File: config.mk
export PLATFORM = sky130hd
export DESIGN_NAME = wb_stage
export DESIGN_NICKNAME = d
export VERILOG_FILES = /design/src/rtl/wb_stage.sv
export SDC_FILE = /design/constraint.sdc
export NUM_CORES = 1
export LEC_CHECK = 0
export CAP_MARGIN = 40
export CORE_MARGIN = 8
export CORE_UTILIZATION = 30
export DETAILED_ROUTE_END_ITERATION = 16
export GPL_TIMING_DRIVEN = 1
export PLACE_DENSITY_LB_ADDON = 0.15
export SETUP_SLACK_MARGIN = 0.5
export SLEW_MARGIN = 10
export SYNTH_ARGS = -nofsm -noshare
export SYNTH_HDL_FRONTEND = slang
export SYNTH_SLANG_ARGS = --single-unit
File: constraint.sdc
create_clock -name clk_i -period 4 [get_ports clk_i]
set_input_delay 0.8 -clock clk_i [delete_from_list [all_inputs] [get_ports clk_i]]
set_output_delay 0.8 -clock clk_i [all_outputs]
set_load 0.01 [all_outputs]
File: src/rtl/wb_stage.sv
// Writeback stage: formats MEM results, buffers mul/div results, arbitrates the single
// register-file write port and counts retired instructions.
module wb_stage #(
  parameter int unsigned XLEN          = 32,
  parameter int unsigned MD_FIFO_DEPTH = 2
) (
  input  logic            clk_i,
  input  logic            rst_ni,
  input  logic            mem_valid_i,
  output logic            mem_ready_o,
  input  logic            mem_reg_write_i,
  input  logic [4:0]      mem_rd_addr_i,
  input  logic [1:0]      mem_to_reg_i,
  input  logic [XLEN-1:0] mem_alu_result_i,
  input  logic [XLEN-1:0] mem_load_data_i,
  input  logic [2:0]      mem_funct3_i,
  input  logic [XLEN-1:0] mem_pc_i,
  input  logic            md_valid_i,
  output logic            md_ready_o,
  input  logic [4:0]      md_rd_addr_i,
  input  logic [XLEN-1:0] md_result_i,
  output logic            wb_reg_write_en_o,
  output logic [4:0]      wb_rd_addr_o,
  output logic [XLEN-1:0] wb_result_o,
  output logic            wb_retire_o,
  output logic [63:0]     instret_o,
  output logic            md_pending_o
);

  localparam int unsigned PtrW = (MD_FIFO_DEPTH > 1) ? $clog2(MD_FIFO_DEPTH) : 1;
  localparam int unsigned CntW = $clog2(MD_FIFO_DEPTH + 1);

  logic [4:0]      r_fifo_rd   [MD_FIFO_DEPTH];
  logic [XLEN-1:0] r_fifo_data [MD_FIFO_DEPTH];
  logic [PtrW-1:0] r_wr_ptr, r_rd_ptr, w_wr_ptr_d, w_rd_ptr_d;
  logic [CntW-1:0] r_count, w_count_d;

  logic            r_wb_we, w_wb_we_d;
  logic [4:0]      r_wb_rd, w_wb_rd_d;
  logic [XLEN-1:0] r_wb_result, w_wb_result_d;
  logic            r_retire;
  logic [63:0]     r_instret;

  logic            w_mem_xfer, w_md_xfer, w_pop;
  logic [XLEN-1:0] w_mem_result;

  function automatic logic [PtrW-1:0] f_ptr_inc(input logic [PtrW-1:0] p);
    return (p == PtrW'(MD_FIFO_DEPTH - 1)) ? '0 : p + 1'b1;
  endfunction

  function automatic logic [31:0] f_load(input logic [31:0] data, input logic [1:0] off,
                                         input logic [2:0] f3);
    logic [31:0] sh;
    logic [7:0]  b;
    logic [15:0] h;
    sh = data >> {off, 3'b000};
    b  = sh[7:0];
    h  = off[1] ? data[31:16] : data[15:0];
    case (f3)
      3'b000:  return {{24{b[7]}}, b};
      3'b100:  return {24'h0, b};
      3'b001:  return {{16{h[15]}}, h};
      3'b101:  return {16'h0, h};
      default: return data;
    endcase
  endfunction

  assign mem_ready_o  = (r_count == '0);
  assign md_ready_o   = (r_count < CntW'(MD_FIFO_DEPTH));
  assign md_pending_o = (r_count != '0);

  assign w_mem_xfer = mem_valid_i && mem_ready_o;
  assign w_md_xfer  = md_valid_i && md_ready_o;
  assign w_pop      = (r_count != '0);

  always_comb begin
    case (mem_to_reg_i)
      2'b01:   w_mem_result = f_load(mem_load_data_i, mem_alu_result_i[1:0], mem_funct3_i);
      2'b10:   w_mem_result = mem_pc_i + 32'd4;
      default: w_mem_result = mem_alu_result_i;
    endcase
  end

  always_comb begin
    w_wr_ptr_d = r_wr_ptr;
    w_rd_ptr_d = r_rd_ptr;
    w_count_d  = r_count;
    if (w_md_xfer) w_wr_ptr_d = f_ptr_inc(r_wr_ptr);
    if (w_pop)     w_rd_ptr_d = f_ptr_inc(r_rd_ptr);
    case ({w_md_xfer, w_pop})
      2'b10:   w_count_d = r_count + 1'b1;
      2'b01:   w_count_d = r_count - 1'b1;
      default: w_count_d = r_count;
    endcase
  end

  // Buffered mul/div results take priority; MEM is already stalled by mem_ready_o.
  always_comb begin
    w_wb_we_d     = 1'b0;
    w_wb_rd_d     = r_wb_rd;
    w_wb_result_d = r_wb_result;
    if (w_pop) begin
      w_wb_we_d     = (r_fifo_rd[r_rd_ptr] != 5'd0);
      w_wb_rd_d     = r_fifo_rd[r_rd_ptr];
      w_wb_result_d = r_fifo_data[r_rd_ptr];
    end else if (w_mem_xfer) begin
      w_wb_we_d     = mem_reg_write_i && (mem_rd_addr_i != 5'd0);
      w_wb_rd_d     = mem_rd_addr_i;
      w_wb_result_d = w_mem_result;
    end
  end

  always_ff @(posedge clk_i) begin
    if (w_md_xfer) begin
      r_fifo_rd[r_wr_ptr]   <= md_rd_addr_i;
      r_fifo_data[r_wr_ptr] <= md_result_i;
    end
  end

  always_ff @(posedge clk_i or negedge rst_ni) begin
    if (!rst_ni) begin
      r_wr_ptr    <= '0;
      r_rd_ptr    <= '0;
      r_count     <= '0;
      r_wb_we     <= 1'b0;
      r_wb_rd     <= 5'd0;
      r_wb_result <= '0;
      r_retire    <= 1'b0;
      r_instret   <= 64'd0;
    end else begin
      r_wr_ptr    <= w_wr_ptr_d;
      r_rd_ptr    <= w_rd_ptr_d;
      r_count     <= w_count_d;
      r_wb_we     <= w_wb_we_d;
      r_wb_rd     <= w_wb_rd_d;
      r_wb_result <= w_wb_result_d;
      r_retire    <= w_mem_xfer;
      if (w_mem_xfer) r_instret <= r_instret + 64'd1;
    end
  end

  assign wb_reg_write_en_o = r_wb_we;
  assign wb_rd_addr_o      = r_wb_rd;
  assign wb_result_o       = r_wb_result;
  assign wb_retire_o       = r_retire;
  assign instret_o         = r_instret;

endmodule

**Yosys cells after proc, flatten, opt, wreduce, memory -nomap -nowiden**

Memories as Yosys holds them, arrays and structs flattened.
Index checks and enable logic that the tools add are counted.

- Output and inout port bits: 106
- Input bits: 148
- Memories: 2
- Memory bits (writable): 74
- Bits in read-only memories: 0
- Logic and storage cells: 49
- Bits in latches: 0
- Register bits: 107

- Shift operators: 1
- Equal/unequal tests: 7
- Multipliers: 0
- Reduce and logical (&&, ||, !) cells: 10
- $add $sub $neg: 6
- Multiplexer cells: 14
- Div/mod/pow operators: 0
- Order comparisons: 1
- Bitwise logic cells: 0

Memories:

| memory | words | bits a word | read ports | clocked after Yosys merged registers in | write ports | RTL line | text |
|---|---|---|---|---|---|---|---|
| r_fifo_data | 2 | 32 | 1 | 0 | 1 | 34 | `logic [XLEN-1:0] r_fifo_data [MD_FIFO_DEPTH];` |
| r_fifo_rd | 2 | 5 | 1 | 0 | 1 | 33 | `logic [4:0] r_fifo_rd [MD_FIFO_DEPTH];` |

Operator list:

| kind | number |
|---|---|
| $pmux 32 s4 | 1 |
| $add 64x1->64 const B | 1 |
| $mux 32 | 2 |
| $pmux 32 s2 | 1 |
| $add 32x3->32 const B | 1 |
| $shr 32x5->8 | 1 |
| $mux 16 | 1 |
| $mux 5 | 2 |
| $reduce_bool 5->1 | 2 |
| $eq 3x3->1 const B | 2 |
| $mux 1 | 6 |
| $reduce_bool 2->1 | 3 |
| $eq 2x1->1 const B | 2 |
| $eq 2x2->1 const B | 2 |
| $pmux 2 s2 | 1 |
| $eq 3x1->1 const B | 1 |
| $logic_and 1x1->1 | 3 |
| $logic_not 3->1 | 1 |
| $add 1x1->1 const B | 2 |
| $add 2x1->2 const B | 1 |
| $logic_not 2->1 | 1 |
| $lt 2x2->1 const B | 1 |
| $sub 2x1->2 const B | 1 |

**Logic depth before layout (Yosys ltp)**

- Word-level depth: 5
- Depth in mapped cells: 10
- Depth with buffers taken out: 8

**Worst setup path before layout**

Ideal clock, no wire load.

- Path kind: input -> register
- Start: in md_valid_i
- End: mem r_fifo_data[0][0] (enable)
- Required time: 3.569 ns
- Stages: 2
- Setup time: 0.431 ns
- Arrival: 2.465 ns
- Path slack: 1.104 ns
- Cell sequence: nand2_1 nor2_1

- Longest elaborated chain between the ends: 3

Ends and longest elaborated chain:

| what | RTL line | text |
|---|---|---|
| start: declaration | 18 | `input logic md_valid_i,` |
| $logic_and 1x1->1 | 73 | `assign w_md_xfer = md_valid_i && md_ready_o;` |
| $mux 1 | 114 | `if (w_md_xfer) begin` |
| $mux 1 (not written as such) | 116 | `r_fifo_data[r_wr_ptr] <= md_result_i;` |
| end: declaration | 34 |  |

Every way passes these cells.

**Final worst setup path**

- Start: in mem_alu_result_i[1]
- End: reg r_wb_result[29] (netlist: wb_result_o[29])

- Longest elaborated chain between the ends: 5
- Elaborated cells between the ends (all ways): 6
- Those cells by class: shift: 1; mux: 5

Ends and longest elaborated chain:

| what | RTL line | text |
|---|---|---|
| start: declaration | 14 | `input logic [XLEN-1:0] mem_alu_result_i,` |
| $shr 32x5->8 or $mux 16 (tied branches) | 56, 58 |  |
| $pmux 32 s4 * | 59 | `case (f3)` |
| $pmux 32 s2 * | 77 | `case (mem_to_reg_i)` |
| $mux 32 * | 106 | `end else if (w_mem_xfer) begin` |
| $mux 32 * | 102 | `if (w_pop) begin` |
| end signal: assignment | 136 | `r_wb_result <= w_wb_result_d;` |
| end: declaration | 40 | `logic [XLEN-1:0] r_wb_result, w_wb_result_d;` |

Every way passes the cells marked *; elsewhere a longest branch is shown, timed or not. The select of a mux whose other input is x is not followed.
A chain may end at the register's enable or synchronous reset.

==> out/qor.yml <==
nNetsFinal: 1276
grt_pass1_vias: 8221
die_h_um: 193
period_needed_ns: 3.08
postCtsHoldBufs: 0
syn_nets: 1031
fillers: 3053
fin_area_um2: 13000
max_cap_violations: 0
rr_endpoint: "instret_o[24]$_DFFE_PN0P_"
ctsResizeCount: 0
cts_buffer_depth: 2
start_util: 0.302
r2r_slack_ns: 1.40
clock_sinks: 181
multi_input_area_um2: 4190
synth_warnings: 0
avgRoutedWirePerCell_um: 22.2
fmax_mhz: 325
grt-ovfl-total: 0
p_total_w: 0.00637
finalHoldViolCount: 0
seq_area_um2: 4900
cp_max_fo: 10
worstMarginPinSlew_ns: 0.777
clk_pin_slew_ns: 0.08
io_buffers: 253
power_leakage_nw: 5.00
cp.arrival_ns: 3.40
async_flop_share: 0.591
ys_ff_latch: 181
dp_hpwl_mm: 26.2
rows: 65
maxSlewHeadroom: 0.482
drv_slew: 0
design.die.area_um2: 37300
worst_hold_path_type: "in -> async"
antenna_found_initial: 12
synth_edf_count: 74
vdd.ir_drop.worst_uv: 308
routabilityCongestion: 0.936
r2r-start: "r_count[0]$_DFFE_PN0P_"
synth_top_flop_cell: "dfrtp_1"
synthToLayoutAreaGrowth_pct: 38.1
h-tree-depth: 4
crit_type: "in -> reg"
cts_tree: "yes"
post-cts-setup-buffer-count: 0
fin_setup_tns_ns: 0
cts_root_buffer: "clkbuf_16"
drt_wl_total_mm: 34.3
setup_viol: 0
core_area_um2: 31200
ant_nets: 0
placed_area_um2: 12400
critical_path.startpoint_type: "primary input"
drc: 0
vias_per_cell: 5.20
status: "finished, final reports clean"
ys_types: 64
worst_setup_path_end_kind: "flop"
chipWidth_um: 193
avgSynthCellArea_um2: 10.7
num_vias: 8027
syn_inst: 878
drt_first_pass_iters: 5
rr_worst_depth: 8
numCtsBuffers: 17
drt-initial-drc-count: 654
synth_area_um2: 9420
final_common_cell: "clkdlybuf4s50_1"
power.density_nw_per_um2: 489
synth-seq-area-share: 0.520
rsz0062_at_grt: "false"
drive_above_1_share: 0.0845
clock-skew-final_ns: 0.0146
grt_pass1_wl_mm: 51.9
clk_latency_ns: 0.44
grt_usage: 0.180
pin_count: 254
required_ns: 4.33
grt_max_degree: 48
final_cell_mix: "clkdlybuf4s50_1 (252), dfrtp_1 (106), edfxtp_1 (74)"
min_period_over_period: 0.769
[worst max path at each step]
stage | start | endpoint | slack (ns) | cells past startpoint
after floorplan | md_valid_i | r_fifo_data[0][0]$_DFFE_PP_ | 1.10 | 2
after global placement | mem_alu_result_i[1] | wb_result_o[25]$_DFFE_PN0P_ | 0.53 | 6
after detailed placement | mem_alu_result_i[1] | wb_result_o[28]$_DFFE_PN0P_ | 0.42 | 6
after CTS | mem_alu_result_i[1] | wb_result_o[28]$_DFFE_PN0P_ | 0.94 | 6
after global routing | mem_alu_result_i[1] | wb_result_o[28]$_DFFE_PN0P_ | 0.67 | 6
final | mem_alu_result_i[1] | wb_result_o[29]$_DFFE_PN0P_ | 0.92 | 6
[sequential cells by signal (all words and copies together), names as in the netlist]
register / flops
wb_result_o: 32
r_count: 2
wb_rd_addr_o: 5
r_fifo_data: 64
r_fifo_rd: 10
wb_reg_write_en_o: 1
wb_retire_o: 1
r_rd_ptr: 1
r_wr_ptr: 1
instret_o: 64
[power by group]
part           leakage [nW]  switching (W)  internal, W
Sequential             2.02       0.000246      0.00235
Combinational          2.72        0.00115      0.00103
Clock                 0.260       0.000787     0.000811
Total                  5.00        0.00218      0.00419
[cell usage after synthesis (all sizes together) (3+ instances only)]
library cell	count	area share
a2111oi	3	0.0028
a211oi	25	0.020
a21oi	43	0.023
a221oi	11	0.010
a22oi	4	0.0032
a31oi	18	0.012
and2	6	0.0040
and3	20	0.013
and4	14	0.013
buf	15	0.0084
clkbuf	41	0.016
dfrtp	107	0.28
edfxtp	74	0.24
ha	5	0.0066
inv	28	0.011
mux2	15	0.018
mux2i	33	0.035
nand2	45	0.018
nand2b	7	0.0046
nand3	30	0.019
nand4	28	0.022
nor2	42	0.017
nor2b	3	0.0020
nor3	33	0.018
nor4	23	0.019
o211a	4	0.0042
o211ai	9	0.0072
o21a	7	0.0056
o21ai	60	0.032
o221ai	6	0.0056
o22ai	8	0.0053
or4	4	0.0036
xnor2	55	0.051
xor2	32	0.030
[critical path: stages]
cell and delay, ns:
clkdlybuf4s50_1 0.72, mux2_2 0.39, a21oi_1 0.63, a21oi_1 0.37, nor4b_1 0.25, a211o_1 0.24
[per-layer routing]
layer | share of wire | vias to the layer above | GRT usage
li1 | - | 3790 | -
met1 | 0.43 | 3913 | 0.229
met2 | 0.47 | 262 | 0.285
met3 | 0.075 | 48 | 0.0597
met4 | 0.022 | 14 | 0.0590
met5 | 0.0026 | - | 0
[stage by stage]
step / hold WS [ns] / util / instances / setup WS [ns]
after floorplan: 0.461 / - / 878 / 1.10
after global placement: 0.458 / 0.399 / 1506 / 0.529
after detailed placement: 0.464 / 0.399 / 1506 / 0.424
after CTS: 0.398 / 0.416 / 1538 / 0.940
after global routing: 0.409 / 0.416 / 1543 / 0.668
final: 0.371 / 0.417 / 1544 / 0.922
[cell families (layout without fill, tap and decap cells)]
group / after synthesis / count (layout) / share of synthesized area
DFF: 181 / 181 / 0.520
AOI/OAI and AO/OA: 211 / 211 / 0.143
buffers and inverters: 85 / 343 / 0.0363
and+or+nand+nor: 260 / 260 / 0.158
other: 0 / 6 / 0
muxes: 49 / 49 / 0.0554
adders and majority gates: 5 / 5 / 0.00664
xor gates and xnor gates: 87 / 87 / 0.0809
[area by class of cell]
class / instances / area share
well taps: 402 / 0.0387
clock inverters: 15 / 0.00914
flip-flops and latches: 181 / 0.377
inverters: 29 / 0.00837
repair buffers: 282 / 0.211
diodes: 6 / 0.00115
clock buffers: 17 / 0.0327
multi-input cells: 612 / 0.322
Power figures use the tool's default switching activity.
